File: src/rtl/vram_arbiter_if.sv
// Bus bundle between the VRAM arbiter, its two requesters and the RAM macro.
// The slave modport is the arbiter's view of the bundle.
interface vram_arbiter_if #(
  parameter int AW = 12
);
  logic          CPU_SEL;
  logic [AW-1:0] CPU_A;
  logic [7:0]    CPU_DI;
  logic          CPU_RDB;
  logic          CPU_WRB;
  logic [7:0]    CPU_DO;
  logic          VID_REQ;
  logic [AW-1:0] VID_A;
  logic          VID_BUSY;
  logic [7:0]    VID_D;
  logic          VID_DV;
  logic          VID_DONE;
  logic [AW-1:0] RAM_A;
  logic          RAM_WE;
  logic [7:0]    RAM_DI;
  logic [7:0]    RAM_DO;

  modport slave (
    input  CPU_SEL, CPU_A, CPU_DI, CPU_RDB, CPU_WRB, VID_REQ, VID_A, RAM_DO,
    output CPU_DO, VID_BUSY, VID_D, VID_DV, VID_DONE, RAM_A, RAM_WE, RAM_DI
  );

  modport master (
    output CPU_SEL, CPU_A, CPU_DI, CPU_RDB, CPU_WRB, VID_REQ, VID_A, RAM_DO,
    input  CPU_DO, VID_BUSY, VID_D, VID_DV, VID_DONE, RAM_A, RAM_WE, RAM_DI
  );
endinterface

File: src/rtl/vram_arbiter.sv
// Single-port RAM arbiter: CPU accesses take absolute priority with fixed latency,
// video burst reads fill every remaining slot and are returned in address order.
module vram_arbiter #(
  parameter int AW    = 12,
  parameter int BURST = 8
) (
  input logic           CLK,
  input logic           RES,
  vram_arbiter_if.slave bus
);
  typedef enum logic [1:0] {TAG_NONE, TAG_CPU, TAG_VID} tag_t;
  typedef enum logic [1:0] {SLOT_IDLE, SLOT_CPU_WR, SLOT_CPU_RD, SLOT_VID_RD} slot_t;
  typedef enum logic {VS_IDLE, VS_RUN} vstate_t;

  localparam logic [8:0]    BURST_N    = 9'(BURST);
  localparam logic [8:0]    BURST_LAST = 9'(BURST - 1);
  localparam logic [AW-1:0] ADDR_ONE   = {{(AW-1){1'b0}}, 1'b1};

  logic          act_rd, act_wr;
  logic          rd_p0, rd_p1, wr_p0, wr_p1;
  logic          rd_arm, wr_arm;
  logic          rd_start, wr_start;
  slot_t         slot;
  vstate_t       vstate, vstate_nxt;
  logic          burst_load;
  logic [AW-1:0] vaddr;
  logic [8:0]    issued, returned;
  tag_t          tag_p1, tag_p2;

  assign act_rd = bus.CPU_SEL & ~bus.CPU_RDB;
  assign act_wr = bus.CPU_SEL & ~bus.CPU_WRB;

  // Strobe history; the arm flags stay low until a strobe has been seen high,
  // so a strobe already low when reset releases cannot start an access.
  always_ff @(posedge CLK) begin
    if (RES) begin
      rd_p0  <= 1'b0;
      rd_p1  <= 1'b0;
      wr_p0  <= 1'b0;
      wr_p1  <= 1'b0;
      rd_arm <= 1'b0;
      wr_arm <= 1'b0;
    end else begin
      rd_p0 <= act_rd;
      rd_p1 <= rd_p0;
      wr_p0 <= act_wr;
      wr_p1 <= wr_p0;
      if (!act_rd) rd_arm <= 1'b1;
      if (!act_wr) wr_arm <= 1'b1;
    end
  end

  assign rd_start = rd_p0 & ~rd_p1 & rd_arm;
  assign wr_start = wr_p0 & ~wr_p1 & wr_arm;

  always_ff @(posedge CLK) begin
    if (RES) vstate <= VS_IDLE;
    else     vstate <= vstate_nxt;
  end

  always_comb begin
    vstate_nxt = vstate;
    burst_load = 1'b0;
    case (vstate)
      VS_IDLE: if (bus.VID_REQ) begin
        vstate_nxt = VS_RUN;
        burst_load = 1'b1;
      end
      VS_RUN:  if (bus.VID_DONE) vstate_nxt = VS_IDLE;
      default: vstate_nxt = VS_IDLE;
    endcase
  end

  assign bus.VID_BUSY = (vstate == VS_RUN);

  // A read strobe falling while a write strobe is still held belongs to that write.
  always_comb begin
    slot = SLOT_IDLE;
    if (wr_start)                               slot = SLOT_CPU_WR;
    else if (rd_start && !wr_p0)                slot = SLOT_CPU_RD;
    else if (vstate == VS_RUN && issued != BURST_N) slot = SLOT_VID_RD;
  end

  // Stage 0: slot issue onto the RAM port
  always_ff @(posedge CLK) begin
    if (RES) begin
      bus.RAM_A  <= '0;
      bus.RAM_WE <= 1'b0;
      bus.RAM_DI <= '0;
      tag_p1     <= TAG_NONE;
      vaddr      <= '0;
      issued     <= '0;
    end else begin
      bus.RAM_WE <= 1'b0;
      tag_p1     <= TAG_NONE;
      case (slot)
        SLOT_CPU_WR: begin
          bus.RAM_A  <= bus.CPU_A;
          bus.RAM_DI <= bus.CPU_DI;
          bus.RAM_WE <= 1'b1;
        end
        SLOT_CPU_RD: begin
          bus.RAM_A <= bus.CPU_A;
          tag_p1    <= TAG_CPU;
        end
        SLOT_VID_RD: begin
          bus.RAM_A <= vaddr;
          tag_p1    <= TAG_VID;
          vaddr     <= vaddr + ADDR_ONE;
          issued    <= issued + 9'd1;
        end
        default: ;
      endcase
      if (burst_load) begin
        vaddr  <= bus.VID_A;
        issued <= '0;
      end
    end
  end

  // Stage 1 -> 2: tag follows the RAM read latency, then the data is steered
  always_ff @(posedge CLK) begin
    if (RES) begin
      tag_p2       <= TAG_NONE;
      returned     <= '0;
      bus.CPU_DO   <= '0;
      bus.VID_D    <= '0;
      bus.VID_DV   <= 1'b0;
      bus.VID_DONE <= 1'b0;
    end else begin
      tag_p2       <= tag_p1;
      bus.VID_DV   <= 1'b0;
      bus.VID_DONE <= 1'b0;
      if (tag_p2 == TAG_CPU) bus.CPU_DO <= bus.RAM_DO;
      if (tag_p2 == TAG_VID) begin
        bus.VID_D  <= bus.RAM_DO;
        bus.VID_DV <= 1'b1;
        returned   <= returned + 9'd1;
        if (returned == BURST_LAST) bus.VID_DONE <= 1'b1;
      end
      if (burst_load) returned <= '0;
    end
  end
endmodule

File: src/flat_wrapper.sv
// flat-port wrapper written by rule: the top's interface ports become plain ports
module vram_arbiter_flat 
#(
  parameter int AW    = 12,
  parameter int BURST = 8
)
  (CLK, RES, bus_CPU_SEL, bus_CPU_A, bus_CPU_DI, bus_CPU_RDB, bus_CPU_WRB, bus_VID_REQ, bus_VID_A, bus_RAM_DO, bus_CPU_DO, bus_VID_BUSY, bus_VID_D, bus_VID_DV, bus_VID_DONE, bus_RAM_A, bus_RAM_WE, bus_RAM_DI);
  vram_arbiter_if #(.AW(AW)) bus_i ();
  input logic CLK;
  input logic RES;
  input wire logic [$bits(bus_i.CPU_SEL)-1:0] bus_CPU_SEL;
  input wire logic [$bits(bus_i.CPU_A)-1:0] bus_CPU_A;
  input wire logic [$bits(bus_i.CPU_DI)-1:0] bus_CPU_DI;
  input wire logic [$bits(bus_i.CPU_RDB)-1:0] bus_CPU_RDB;
  input wire logic [$bits(bus_i.CPU_WRB)-1:0] bus_CPU_WRB;
  input wire logic [$bits(bus_i.VID_REQ)-1:0] bus_VID_REQ;
  input wire logic [$bits(bus_i.VID_A)-1:0] bus_VID_A;
  input wire logic [$bits(bus_i.RAM_DO)-1:0] bus_RAM_DO;
  output wire logic [$bits(bus_i.CPU_DO)-1:0] bus_CPU_DO;
  output wire logic [$bits(bus_i.VID_BUSY)-1:0] bus_VID_BUSY;
  output wire logic [$bits(bus_i.VID_D)-1:0] bus_VID_D;
  output wire logic [$bits(bus_i.VID_DV)-1:0] bus_VID_DV;
  output wire logic [$bits(bus_i.VID_DONE)-1:0] bus_VID_DONE;
  output wire logic [$bits(bus_i.RAM_A)-1:0] bus_RAM_A;
  output wire logic [$bits(bus_i.RAM_WE)-1:0] bus_RAM_WE;
  output wire logic [$bits(bus_i.RAM_DI)-1:0] bus_RAM_DI;
  assign bus_i.CPU_SEL = bus_CPU_SEL;
  assign bus_i.CPU_A = bus_CPU_A;
  assign bus_i.CPU_DI = bus_CPU_DI;
  assign bus_i.CPU_RDB = bus_CPU_RDB;
  assign bus_i.CPU_WRB = bus_CPU_WRB;
  assign bus_i.VID_REQ = bus_VID_REQ;
  assign bus_i.VID_A = bus_VID_A;
  assign bus_i.RAM_DO = bus_RAM_DO;
  assign bus_CPU_DO = bus_i.CPU_DO;
  assign bus_VID_BUSY = bus_i.VID_BUSY;
  assign bus_VID_D = bus_i.VID_D;
  assign bus_VID_DV = bus_i.VID_DV;
  assign bus_VID_DONE = bus_i.VID_DONE;
  assign bus_RAM_A = bus_i.RAM_A;
  assign bus_RAM_WE = bus_i.RAM_WE;
  assign bus_RAM_DI = bus_i.RAM_DI;
  vram_arbiter #(.AW(AW), .BURST(BURST)) u_core (.CLK(CLK), .RES(RES), .bus(bus_i));
endmodule
File: config.mk
export PLATFORM = sky130hd
export DESIGN_NAME = vram_arbiter_flat
export DESIGN_NICKNAME = d
export VERILOG_FILES = /design/src/rtl/vram_arbiter_if.sv /design/src/rtl/vram_arbiter.sv /design/src/flat_wrapper.sv
export SDC_FILE = /design/constraint.sdc
export NUM_CORES = 1
export LEC_CHECK = 0
export BUFFER_PORTS_ARGS = -buffer_cell sky130_fd_sc_hd__buf_2
export CAP_MARGIN = 20
export CORE_MARGIN = 8
export CORE_UTILIZATION = 55
export CTS_BUF_LIST = sky130_fd_sc_hd__clkbuf_2
export DETAILED_ROUTE_END_ITERATION = 12
export PLACE_DENSITY = 0.82
export SLEW_MARGIN = 10
export SYNTH_ARGS = -nofsm -noshare
export SYNTH_HDL_FRONTEND = slang
export SYNTH_SLANG_ARGS = --single-unit
File: constraint.sdc
create_clock -name CLK -period 2 [get_ports CLK]
set_input_delay 0.2 -clock CLK [delete_from_list [all_inputs] [get_ports CLK]]
set_output_delay 0.2 -clock CLK [all_outputs]
set_load 0.02 [all_outputs]
; ---- Word level (Yosys, flattened, before mapping)
; Cells that the tools add are included.
[word_totals]
input_bits = 46
reg_bits = 80
[op_classes]
reduce_logical = 8
bitwise = 12
n_eq_ne = 7
n_mux = 14
n_addsub = 3
[op_table]
columns = cell, count
row1 = 12-bit two-way mux, 2
row2 = 12-bit one-hot mux with 2 select lines, 1
row3 = "9-bit by 1-bit adder with 9-bit output, second input constant", 2
row4 = "12-bit by 1-bit adder with 12-bit output, second input constant", 1
row5 = "9-bit by 3-bit equality test with 1-bit output, second input constant", 1
row6 = "9-bit by 4-bit inequality test with 1-bit output, second input constant", 1
row7 = 1-bit AND, 6
row8 = "2-bit equality test, second input constant", 3
row9 = 1-bit two-way mux, 6
row10 = 2-bit two-way mux, 3
row11 = 1-bit NOT, 6
row12 = 2-bit OR reduction, 3
row13 = "2-bit by 1-bit equality test with 1-bit output, second input constant", 2
row14 = 2-bit one-hot mux with 2 select lines, 1
row15 = 2-bit nonzero test, 2
row16 = 1-bit logical AND, 2
row17 = 1-bit one-hot mux with 2 select lines, 1
row18 = 1-bit zero test, 1

; ---- Depth between registers and ports, before layout
[depth]
ltp_word = 9
depth_mapped = 8
mapped_depth_nobuf = 6

; ---- Worst setup path after synthesis
; Ideal clock, no wire load.
[synth_path]
path_type = register to register
from = reg u_core.issued[0]
to = reg u_core.vaddr[6]
setup_ns = 0.115
path_slack_ns = 0.215
stages_incl_launch_ff = 8
arrival_ns = 1.671
cell_sequence = dfxtp_1 > inv_1 > ha_1 > nor4b_2 > a21boi_1 > buf_2 > nand3_1 > a2111oi_0
[synth_via]
elab_chain_cells = 7
[synth_lines]
columns = element, line_no
row1 = start: declaration, vram_arbiter.sv:27  ; logic [8:0] issued, returned;
row2 = start signal: assignment, vram_arbiter.sv:110  ; issued <= issued + 9'd1;
row3 = 9-bit by 4-bit inequality test with 1-bit output, vram_arbiter.sv:81  ; else if (vstate == VS_RUN && issued != BURST_N) slot = SLOT_VID_RD;
row4 = 1-bit logical AND, vram_arbiter.sv:81
row5 = 2-bit two-way mux, vram_arbiter.sv:81
row6 = 2-bit two-way mux, vram_arbiter.sv:80  ; else if (rd_start && !wr_p0) slot = SLOT_CPU_RD;
row7 = 2-bit two-way mux, vram_arbiter.sv:79  ; if (wr_start) slot = SLOT_CPU_WR;
row8 = 2-bit equality test, vram_arbiter.sv:96  ; case (slot)
row9 = 2-bit nonzero test (no source line), n/a
row10 = end signal: assignment, vram_arbiter.sv:109  ; vaddr <= vaddr + ADDR_ONE;
row11 = end signal: assignment, vram_arbiter.sv:115  ; vaddr <= bus.VID_A;
row12 = end: declaration, vram_arbiter.sv:26  ; logic [AW-1:0] vaddr;
; No other way between the ends.
; A chain may end at the register's enable or synchronous reset.

; ---- Final worst setup path
[layout_path]
from = reg u_core.issued[0]
to = reg u_core.issued[3]
[layout_via]
elab_chain_cells = 6
word_cells_on_any_way = 7
cone_classes = 1 x add/sub / 2 x eq/ne / 3 x mux / 1 x reduce/logical
[layout_lines]
columns = element, line_no
row1 = 9-bit by 4-bit inequality test with 1-bit output, vram_arbiter.sv:81
row2 = 1-bit logical AND, vram_arbiter.sv:81
row3 = 2-bit two-way mux, vram_arbiter.sv:81
row4 = 2-bit two-way mux, vram_arbiter.sv:80
row5 = 2-bit two-way mux, vram_arbiter.sv:79
row6 = 2-bit equality test, vram_arbiter.sv:96
; Parallel ways exist; a longest one is shown, timed or not.

==> metrics.cfg <==
[final_layout]
antenna_cells = 0
area_growth_pct = 33.5
fillCellCount = 395
final_common_cell = buf_2
nets = 570
final_cell_mix = buf_2 (85), dfxtp_1 (79), nand2_1 (52)
layout-drive-gt1-share_pct = 24.0

[cts]
cts_root_buf = clkbuf_2
cts_setup_buffers = 0
clock-sinks = 80
clk_latency_ns = 0.52
cts_tree = yes
clk_pin_slew_worst_paths_ns = 0.22
h-tree-depth = 3
ctsLongestPathBuffers = 2
cts_inserted_buffers = 9

[worst_setup_path]
required_ns = 2.45
crit_path_start_kind = flip-flop
critPathCaptureType = flip-flop
crit_type = reg -> reg
reg2regPathDepth = 7
cp_max_fo = 12
crit_start = u_core.issued[0]
crit_arrival_ns = 2.33
timing.rr.start = u_core.issued[0]
rrSetupSlack_ns = 0.12
r2r_end = u_core.issued[3]

[grt]
grt_overflow = 0
grt_antenna_before_repair = 0
grt_max_degree = 35
grt_pass1_vias = 3415
track_usage_pct = 21.4
grt_pass1_wl_um = 15600

[placed_design]
io_buffer_count = 85
place_hpwl_um = 6170
place_congestion = 0.900
pre_cts_ws_ns = 0.0647

[floorplan]
die_w_um = 95.0
coreArea_um2 = 5990
rows = 28
dieArea_um2 = 9020
ios = 86
start_util_pct = 57.2
die_h_um = 95.0

[power]
switching_share_pct = 29.9
peakVddDrop_mv = 0.433
p_switching_uw = 870
p_int_mw = 2.04
clkPwrFrac_pct = 25.6
share_seq_of_total_power_pct = 58.8
power_density_nw_per_um2 = 635
combPwrFrac_pct = 15.6
p_leak_nw = 1.94

[yosys]
synth_ff_type = dfxtp_1
synth_area_leaders = dfxtp_1 (47%), nand2_1 (5.7%), nor2_1 (4.3%)
netlist_area_um2 = 3430
syn_avg_cell_area_um2 = 8.93
syn_inst = 384
yosysWarnings = 0
synth_nets = 434
synth_top_area_share_pct = 46.7
ys_seq_area_share_pct = 46.7
synth_seq_cells = 80
postSynth.asyncResetShare_pct = 0
synth_edf_count = 0
yosysUniqueCellTypes = 48
synth_top_area_cell = dfxtp_1

[sta]
setup_tns_ns = 0
final_max_slew_viol_count = 0
maxClockFrequency_mhz = 531
setup_ws_ns = 0.118
setup_viol = 0
layout_min_cycle_time_ns = 1.88
slew_headroom_pct = 53.2
tightest_slew_ns = 0.699
finalCritPeriodShare_pct = 94.1
finalHoldViolations = 0
fin_skew_ns = 0.0298

[route]
drtIter0Drc = 217
wire_per_inst_um = 15.8
vias = 3474
wl_um = 9490
drtAntennaViolNets = 0
drc = 0
firstDrtPassIters = 4
drt-vias-per-instance = 5.79

[min_path]
whs_endpoint = u_core.vaddr[4]
min_path_cells = 5
hp-class = in -> reg
hold_start = bus_VID_A[4]

[run_status]
status = finished, final reports clean

[job]
maxCapViolations = 0

what timing repair did:
| item | 4_1_cts | 5_1_grt |
|---|---|---|
| gates resized for setup | 0 | 8 |
| hold buffers | 44 | 0 |
| setup endpoints to repair | 0 | 19 |
| hold endpoints to repair | 51 | 0 |
final cells by class:
class	instances	area [um^2]	area share (%)
multi-input cells	274	1720	37.5
flip-flops and latches	80	1600	35.0
repair buffers	149	1050	23.0
well taps	75	93.8	2.05
clock buffers	9	45.0	0.984
clock inverters	7	45.0	0.984
inverters	6	22.5	0.492
per-layer routing:
| metal | vias up | GRT usage [%] | wire [um] | part of all wire, % |
|---|---|---|---|---|
| li1 | 1682 | - | - | - |
| met5 | - | 0 | 0 | 0 |
| met3 | 21 | 8.02 | 825 | 8.7 |
| met2 | 141 | 35.9 | 4600 | 48 |
| met1 | 1630 | 23.7 | 3870 | 41 |
| met4 | 0 | 9.49 | 194 | 2.0 |
metrics by stage:
stage | power, mW | hold slack [ns] | utilization [%] | cell area [um^2] | std cells
floorplan | 1.95 | 0.272 | - | 3430 | 384
global placement | 2.10 | 0.375 | 67.0 | 4020 | 540
detailed placement | 2.11 | 0.381 | 67.0 | 4020 | 540
CTS | 2.90 | 0.00804 | 75.9 | 4550 | 600
global route | 3.04 | 0.0369 | 76.4 | 4580 | 600
finish | 2.91 | 0.0339 | 76.4 | 4580 | 600
power groups by stage:
stage | clock (mW) | combinational, mW | sequential (mW)
global route | 0.828 | 0.491 | 1.72
finish | 0.745 | 0.454 | 1.71
global placement | 0 | 0.363 | 1.74
floorplan | 0 | 0.194 | 1.76
CTS | 0.756 | 0.438 | 1.71
detailed placement | 0 | 0.371 | 1.74
worst max-delay path, cell delays in order (launching register included):
cell	delay, ns
dfxtp_1	0.37
inv_1	0.07
ha_1	0.20
nor4b_4	0.14
a21bo_4	0.27
buf_12	0.15
or4_1	0.49
a21oi_1	0.15
registers in the layout (all words and copies together) (netlist names):
signal               flops
u_core.bus.CPU_DO        8
u_core.bus.RAM_A        12
u_core.bus.RAM_DI        8
u_core.bus.RAM_WE        1
u_core.bus.VID_BUSY      1
u_core.bus.VID_D         8
u_core.bus.VID_DONE      1
u_core.bus.VID_DV        1
u_core.issued            9
u_core.rd_arm            1
u_core.rd_p0             1
u_core.rd_p1             1
u_core.returned          9
u_core.tag_p1            2
u_core.tag_p2            2
u_core.vaddr            12
u_core.wr_arm            1
u_core.wr_p0             1
u_core.wr_p1             1
Yosys cell counts (3+ instances only):
| cell type | count |
|---|---|
| o21bai_1 | 4 |
| mux2i_1 | 8 |
| and4_1 | 4 |
| nand2_1 | 52 |
| ha_1 | 4 |
| nand3_1 | 10 |
| dfxtp_1 | 80 |
| xor2_1 | 4 |
| buf_2 | 6 |
| or4_1 | 5 |
| a21oi_1 | 26 |
| a2111oi_0 | 4 |
| nor4b_1 | 9 |
| nor4_1 | 8 |
| nor2b_1 | 6 |
| clkbuf_1 | 12 |
| a311oi_1 | 9 |
| a221o_1 | 10 |
| nand4_1 | 7 |
| a211oi_1 | 3 |
| nor2_1 | 39 |
| nor3b_1 | 3 |
| xnor2_1 | 3 |
| nand2b_1 | 6 |
| o31ai_1 | 7 |
| and3_1 | 6 |
| o21ai_0 | 4 |
| or3_1 | 3 |
| nor3_1 | 10 |
| inv_1 | 6 |
worst max path at each step:
stage / to / slack [ns]
floorplan: u_core.vaddr[6] / 0.21
global placement: u_core.issued[3] / 0.11
detailed placement: u_core.issued[3] / 0.06
CTS: u_core.issued[3] / 0.01
global route: u_core.vaddr[1] / -0.03
finish: u_core.issued[3] / 0.12
logic make-up after synthesis:
group / count (synthesis) / synth area share [%]
mux: 8 / 2.34
xor+xnor: 7 / 1.79
flops: 80 / 46.7
buf+inv: 30 / 4.16
simple gates: 179 / 27.6
compound gates: 76 / 15.9
fa+ha+maj: 4 / 1.46
No activity file was read; power rests on OpenSTA's default activity.
